<file path="src/rtl/sprite_line_scheduler.sv">
// Per-scanline sprite evaluation and pattern fetch sequencer.
// Scans OAM for sprites on the target line, then loads the sprite shift-register slots.
module sprite_line_scheduler #(
    parameter int unsigned NUM_OAM     = 64,
    parameter int unsigned MAX_SPRITES = 8,
    parameter int unsigned SPRITE_H    = 16
) (
    input  logic        clk,
    input  logic        reset,
    input  logic        line_start,
    input  logic [9:0]  target_line,
    output logic [7:0]  oam_addr,
    input  logic [31:0] oam_rdata,
    output logic [10:0] sg_addr,
    input  logic [31:0] sg_rdata,
    output logic        slot_we,
    output logic [2:0]  slot_idx,
    output logic [31:0] slot_pattern,
    output logic [9:0]  slot_x,
    output logic        slot_palette,
    output logic [3:0]  sprite_count,
    output logic        overflow,
    output logic        busy,
    output logic        done
);

    localparam int unsigned SEL_W = (MAX_SPRITES > 1) ? $clog2(MAX_SPRITES) : 1;

    typedef enum logic [1:0] {IDLE, EVAL, FETCH, DONE} state_t;

    typedef struct packed {
        logic [9:0] x;
        logic [6:0] tile;
        logic [3:0] row;
        logic       pal;
    } sel_t;

    state_t      state, state_nx;
    logic [8:0]  cnt;
    logic [9:0]  line_q;
    logic [3:0]  count_q;
    logic        ovf_q;
    sel_t        sel_q [MAX_SPRITES];
    logic [10:0] diff;
    logic        hit;
    logic [3:0]  fetch_j;
    logic        unused_rsv;

    assign unused_rsv = ^oam_rdata[3:1];

    // 11-bit subtraction: a borrow into bit 10 means y is below the line, never a wrap-around hit.
    always_comb begin
        diff = {1'b0, line_q} - {1'b0, oam_rdata[31:22]};
        hit  = oam_rdata[0] && !diff[10] && (diff < 11'(SPRITE_H));
    end

    always_ff @(posedge clk) begin
        if (reset) state <= IDLE;
        else       state <= state_nx;
    end

    always_comb begin
        state_nx = state;
        unique case (state)
            IDLE:    if (line_start) state_nx = EVAL;
            EVAL:    if (line_start) state_nx = EVAL;
                     else if (cnt == 9'(NUM_OAM)) state_nx = FETCH;
            FETCH:   if (line_start) state_nx = EVAL;
                     else if (cnt == 9'(MAX_SPRITES)) state_nx = DONE;
            DONE:    state_nx = line_start ? EVAL : IDLE;
            default: state_nx = IDLE;
        endcase
    end

    // cnt is the OAM address during EVAL (entry cnt-1 is judged) and the fetch index during FETCH.
    always_ff @(posedge clk) begin
        if (reset || line_start) begin
            cnt     <= '0;
            count_q <= '0;
            ovf_q   <= 1'b0;
            line_q  <= reset ? '0 : target_line;
            for (int unsigned i = 0; i < MAX_SPRITES; i++) sel_q[i] <= '0;
        end else begin
            unique case (state)
                EVAL: begin
                    cnt <= (cnt == 9'(NUM_OAM)) ? '0 : cnt + 9'd1;
                    if (cnt != '0 && hit) begin
                        if (count_q < 4'(MAX_SPRITES)) begin
                            sel_q[count_q[SEL_W-1:0]] <= {oam_rdata[21:12], oam_rdata[11:5],
                                                          diff[3:0], oam_rdata[4]};
                            count_q <= count_q + 4'd1;
                        end else begin
                            ovf_q <= 1'b1;
                        end
                    end
                end
                FETCH:   cnt <= cnt + 9'd1;
                default: cnt <= '0;
            endcase
        end
    end

    always_comb begin
        oam_addr     = '0;
        sg_addr      = '0;
        slot_we      = 1'b0;
        slot_idx     = '0;
        slot_pattern = '0;
        slot_x       = '0;
        slot_palette = 1'b0;
        busy         = 1'b0;
        done         = 1'b0;
        sprite_count = count_q;
        overflow     = ovf_q;
        fetch_j      = cnt[3:0] - 4'd1;
        unique case (state)
            EVAL: begin
                busy = 1'b1;
                if (cnt < 9'(NUM_OAM)) oam_addr = cnt[7:0];
            end
            FETCH: begin
                busy = 1'b1;
                if (cnt < 9'(MAX_SPRITES) && cnt < {5'b0, count_q})
                    sg_addr = {sel_q[cnt[SEL_W-1:0]].tile, sel_q[cnt[SEL_W-1:0]].row};
                // A restart in this cycle suppresses the load so nothing from the old line lands.
                if (cnt != '0 && !line_start) begin
                    slot_we  = 1'b1;
                    slot_idx = fetch_j[2:0];
                    if (fetch_j < count_q) begin
                        slot_pattern = sg_rdata;
                        slot_x       = sel_q[fetch_j[SEL_W-1:0]].x;
                        slot_palette = sel_q[fetch_j[SEL_W-1:0]].pal;
                    end
                end
            end
            DONE:    done = 1'b1;
            default: ;
        endcase
    end

endmodule

</file>
<file path="config.mk">
export PLATFORM = sky130hd
export DESIGN_NAME = sprite_line_scheduler
export DESIGN_NICKNAME = d
export VERILOG_FILES = /design/src/rtl/sprite_line_scheduler.sv
export SDC_FILE = /design/constraint.sdc
export NUM_CORES = 1
export LEC_CHECK = 0
export CAP_MARGIN = 30
export CORE_MARGIN = 1.5
export CORE_UTILIZATION = 30
export CTS_CLUSTER_DIAMETER = 40
export DETAILED_ROUTE_END_ITERATION = 12
export SLEW_MARGIN = 20
export SYNTH_ARGS = -nofsm -noshare
export SYNTH_HDL_FRONTEND = slang
export SYNTH_SLANG_ARGS = --single-unit
</file>
<file path="constraint.sdc">
create_clock -name clk -period 7 [get_ports clk]
set_input_delay 2.1 -clock clk [delete_from_list [all_inputs] [get_ports clk]]
set_output_delay 2.1 -clock clk [all_outputs]
set_load 0.01 [all_outputs]
</file>
### Yosys cells after proc, flatten, opt, wreduce, memory -nomap -nowiden

Memory sizes are Yosys's and may differ from the RTL's. A register that Yosys moved wholly into a read port is not among the register bits.
Cells that the tools add are included.

| word-level totals | value |
|---|---|
| register bits | 26 |
| latch bits | 0 |
| RAM bits | 176 |
| bits in read-only memories | 0 |
| bits of input ports | 77 |
| output and inout bits | 73 |
| logic and storage cells | 79 |
| memories kept | 1 |

| cells by class | value |
|---|---|
| add/subtract/negate cells | 4 |
| $mul | 0 |
| div/mod/pow operators | 0 |
| $lt $le $gt $ge | 6 |
| equal/unequal tests | 8 |
| shift-type cells | 0 |
| multiplexer cells | 39 |
| bitwise gates (word level) | 1 |
| reductions and logical operators | 15 |

Memory list:

| memory | depth | width | read ports | clocked after Yosys merged registers in | wr ports | RTL line | RTL |
|---|---|---|---|---|---|---|---|
| sel_q | 8 | 22 | 2 | 1 | 8 | 43 | `sel_t sel_q [MAX_SPRITES];` |

Operators with widths:

| operator | number |
|---|---|
| $mux W32 | 3 |
| $mux W10 | 3 |
| $mux W11 | 2 |
| $mux W22 | 1 |
| $reduce_or A22 Y1 | 1 |
| $pmux W9 S2 | 1 |
| $mux W1 | 16 |
| $mux W8 | 2 |
| $mux W3 | 4 |
| $lt A11 B5 Y1 const B | 1 |
| $sub A10 B10 Y11 | 1 |
| $mux W2 | 5 |
| $add A9 B1 Y9 const B | 1 |
| $eq A9 B4 Y1 const B | 1 |
| $eq A9 B7 Y1 const B | 1 |
| $lt A9 B4 Y1 | 1 |
| $lt A9 B4 Y1 const B | 1 |
| $lt A9 B7 Y1 const B | 1 |
| $mux W9 | 1 |
| $reduce_and A3 Y1 | 3 |
| $reduce_bool A9 Y1 | 1 |
| $pmux W2 S4 | 1 |
| $ne A3 B3 Y1 const B | 2 |
| $logic_and A1 B1 Y1 | 5 |
| 12 further kinds | 14 |

### Logic depth before layout (Yosys ltp)

| depth | value |
|---|---|
| depth after elaboration | 11 |
| gate-level depth with buffers | 13 |
| depth with buffers taken out | 10 |

### Least setup slack after synthesis

Ideal clock, no wire load.

| timing path | value |
|---|---|
| kind | input to register |
| start | in oam_rdata[22] |
| end | mem sel_q[6][0] (netlist name), enable pin |
| setup time | 0.432 ns |
| arrival time | 5.945 ns |
| required time | 6.568 ns |
| slack | 0.623 ns |
| stages | 9 |
| path buffers | 0 |
| cell sequence | ha_1 > fa_1 > nand2b_1 > a21oi_1 > o21ai_1 > o2bb2ai_1 > xor2_1 > nand3_2 > o21ai_0 |

RTL lines:

| element | RTL line | RTL |
|---|---|---|
| start, declared | 13 | `input logic [31:0] oam_rdata,` |
| end, declared | 43 |  |

### Worst setup path in the final report

| timing path | value |
|---|---|
| start | in line_start |
| end | out slot_palette |

| on the way | value |
|---|---|
| word-level cells in the longest chain between the ends | 4 |

Ends and longest elaborated chain:

| element | RTL line | RTL |
|---|---|---|
| start, declared | 10 | `input logic line_start,` |
| $logic_not A1 Y1 | 126 | `if (cnt != '0 && !line_start) begin` |
| $logic_and A1 B1 Y1 | 126 |  |
| $mux W1 | 126 |  |
| $mux W1 | 116 | `unique case (state)` |
| end, declared | 20 | `output logic slot_palette,` |

No other way between the ends.

==> summary.txt <==
Status -> complete, no violations
Final WL -> 26300 um
Htree depth -> 1
Area grow syn2layout -> 29.4%
Die height -> 187 um
Worst-margin pin slew -> 0.837 ns
Max Cap Viol -> 0
Post-synthesis xor/xnor area fraction -> 1.29%
Setup tns final -> 0 ns
Syn_area_per_cell -> 12.2 um^2
Core region area -> 33400 um^2
Critical Path Start Type -> input pin
Drt initial violations -> 436
Commonest non-fill, non-tap cell in the layout -> nor2_1
Overall die width -> 187 um
Synth Warn # -> 0
Largest net degree at the start of global routing -> 51
Clock sink count -> 202
Pwr/cell area -> 238 nW/um^2
Post-synth EDFFs -> 186
Final ANT Viol Nets -> 0
Largest family of logic cells by synthesized area -> simple AND/OR/NAND/NOR gates
Hold buffers post-CTS -> 0
Seq/Total Area, Yosys -> 58.4%
Area leader, netlist -> edfxtp_1
Final Max Slew Viols -> 0
HPWL Detailed -> 16700 um
CP Class -> in -> out
CP Data Required Time -> 4.90 ns
Post-Synthesis Cells -> 829
Antenna diodes -> 0
Clock transition at path regs -> 0.06 ns
Post-synth ARST share -> 0%
Drt first pass iters -> 5
CP Data Arrival Time -> 4.50 ns
Postcts setup bufs -> 0
Synth Cell Area -> 10100 um^2
# DRC -> 0
Number of placement rows -> 67
CTS tree -> yes
Fin Clk Skew -> 0.0119 ns
CP max stage delay -> 0.61 ns
Routed via count -> 6897
Final hold violation count -> 0
Compound-cell area share of the yosys netlist -> 3.80%
Finished Layout Cells -> 1449
Largest buffer count on any clock path -> 3
Wirelength per Cell -> 18.2 um
Synth top area cells -> edfxtp_1 55%, mux4_2 9.8%, nor2_1 7.8%, dfxtp_1 3.2%, ha_1 3.1%
Number of global-route vias before repair -> 6942
Yosys top cell area share -> 55.2%
Setup violations, final -> 0
Crit-path cells -> clkdlybuf4s50_1 > or3b_2 > a211o_1 > a21oi_1 > clkdlybuf4s50_1
CTS buffer count -> 28
Mux cell area share after synthesis -> 11.3%
Clk_lat worst skew -> 0.54 ns
Vias per cell -> 4.76
Post-Synth Adder-Cell Area -> 3.29%
Hold Crit Class -> reg -> reg
Ys flop type -> edfxtp_1
Placed cell count -> 1396
Post_cts resized -> 0
Initial antenna violation count -> 1
RSZ-0062 raised after global routing -> no
Critical Path Fanout Max -> 8
Starting Density -> 30.3%
Maximum VDD drop -> 155 uV
I/O pin cnt -> 150
Synth Area in Simple Gates -> 17.7%
Static leakage -> 4.67 nW
Final critical-path share of the clock period -> 94.3%
Root buffer cell -> clkbuf_16
Most frequent cell on the critical path -> clkdlybuf4s50_1
Period minus WS final -> 6.60 ns
Maximum clock frequency -> 152 MHz
Most frequent cells in the layout -> 208 x nor2_1, 186 x edfxtp_1, 144 x clkdlybuf4s50_1
GR Util All Layers -> 14.9%
Number of nets in the layout -> 1082
Layout cells sized above 1 -> 14.4%
Synth unique cells -> 56
Input/output buffers -> 144
Yosys reg bits -> 202
First-pass GRT wire length -> 40100 um
Slew margin rel. -> 44.1%
Gp weighted congestion -> 0.743
Crit-path slowest cell -> clkdlybuf4s50_1
Critical Path Sink Type -> output port
Congestion Overflow GR -> 0
Die area -> 34800 um^2
[per-layer routing]
metal  wire length (um)  global-route usage (%)  up-vias
met2              13400                    27.0      214
li1                   -                       -     3255
met4                377                    3.54        2
met3               1480                    2.69       35
met5                 12                       0        -
met1              11100                    18.3     3391
[flip-flops by register name (all words and copies together) (netlist names)]
register	count
sprite_count	4
sel_q	176
overflow	1
line_q	10
state	2
cnt	9
[area by class of cell]
| cell class | instances | area (um^2) |
|---|---|---|
| Sequential cell | 202 | 5910 |
| Clock buffer | 30 | 708 |
| Tap cell | 448 | 561 |
| Fill cell | 3209 | 20300 |
| Multi-Input combinational cell | 550 | 3850 |
| Timing Repair Buffer | 171 | 1690 |
| Clock inverter | 22 | 277 |
| Inverter | 26 | 97.6 |
[cells by family after synthesis]
logic type | count (synthesis)
other | 1
multiplexers | 59
XOR/XNOR | 14
buffers and inverters | 78
flip-flops | 202
adder cells (fa/ha/maj) | 26
AO/OA/AOI/OAI | 56
AND/OR/NAND/NOR | 393
[synth_stat cells, drive strengths merged, types with 2 or more instances]
| library cell | n |
|---|---|
| edfxtp | 186 |
| a21o | 2 |
| a31oi | 2 |
| dfxtp | 16 |
| or3 | 4 |
| nor2b | 13 |
| mux4 | 44 |
| nand2b | 2 |
| nor4 | 2 |
| xor2 | 8 |
| o41ai | 3 |
| a21boi | 2 |
| xnor2 | 6 |
| inv | 25 |
| o211ai | 2 |
| clkbuf | 28 |
| a211oi | 3 |
| nor3 | 22 |
| buf | 24 |
| a21oi | 16 |
| and2 | 36 |
| nand4 | 6 |
| o31a | 2 |
| o21ai | 14 |
| ha | 25 |
| or4b | 2 |
| nand2 | 81 |
| nand3 | 11 |
| nor2 | 209 |
| mux2i | 15 |
[worst max-delay path, delay by kind of cell]
kind | cells | cell delay, ns
buffers and inverters | 2 | 1.05
AND/OR/NAND/NOR | 1 | 0.50
AO/OA/AOI/OAI | 2 | 0.83
[power by group]
part	total (W)	switching [W]	leakage (nW)	internal (W)
logic	0.000253	0.000141	2.02	0.000113
clock network	0.00148	0.000575	0.487	0.000904
registers	0.00138	0.0000142	2.17	0.00137
[per-stage QoR]
| stage | hold WS (ns) | power (W) | instance area, um^2 | setup slack (ns) | util, % |
|---|---|---|---|---|---|
| floorplan | 0.496 | 0.00155 | 10100 | 0.623 | - |
| global placement | 0.479 | 0.00166 | 12100 | 0.316 | 36.2 |
| detailed placement | 0.478 | 0.00166 | 12100 | 0.338 | 36.2 |
| CTS | 0.491 | 0.00313 | 13100 | 0.333 | 39.2 |
| global route | 0.543 | 0.00322 | 13100 | 0.293 | 39.2 |
| finish | 0.497 | 0.00311 | 13100 | 0.401 | 39.2 |
[worst paths after layout]
kind	start	endpoint	slack [ns]	depth (start not counted)
setup / recovery	line_start	slot_palette	0.40	5
hold / removal	overflow	overflow	0.50	2
hold reg to reg	overflow	overflow	0.50	2
setup reg to reg	line_q[0]	sel_q[1][9]	3.10	11
(Power assumes the default switching activity.)
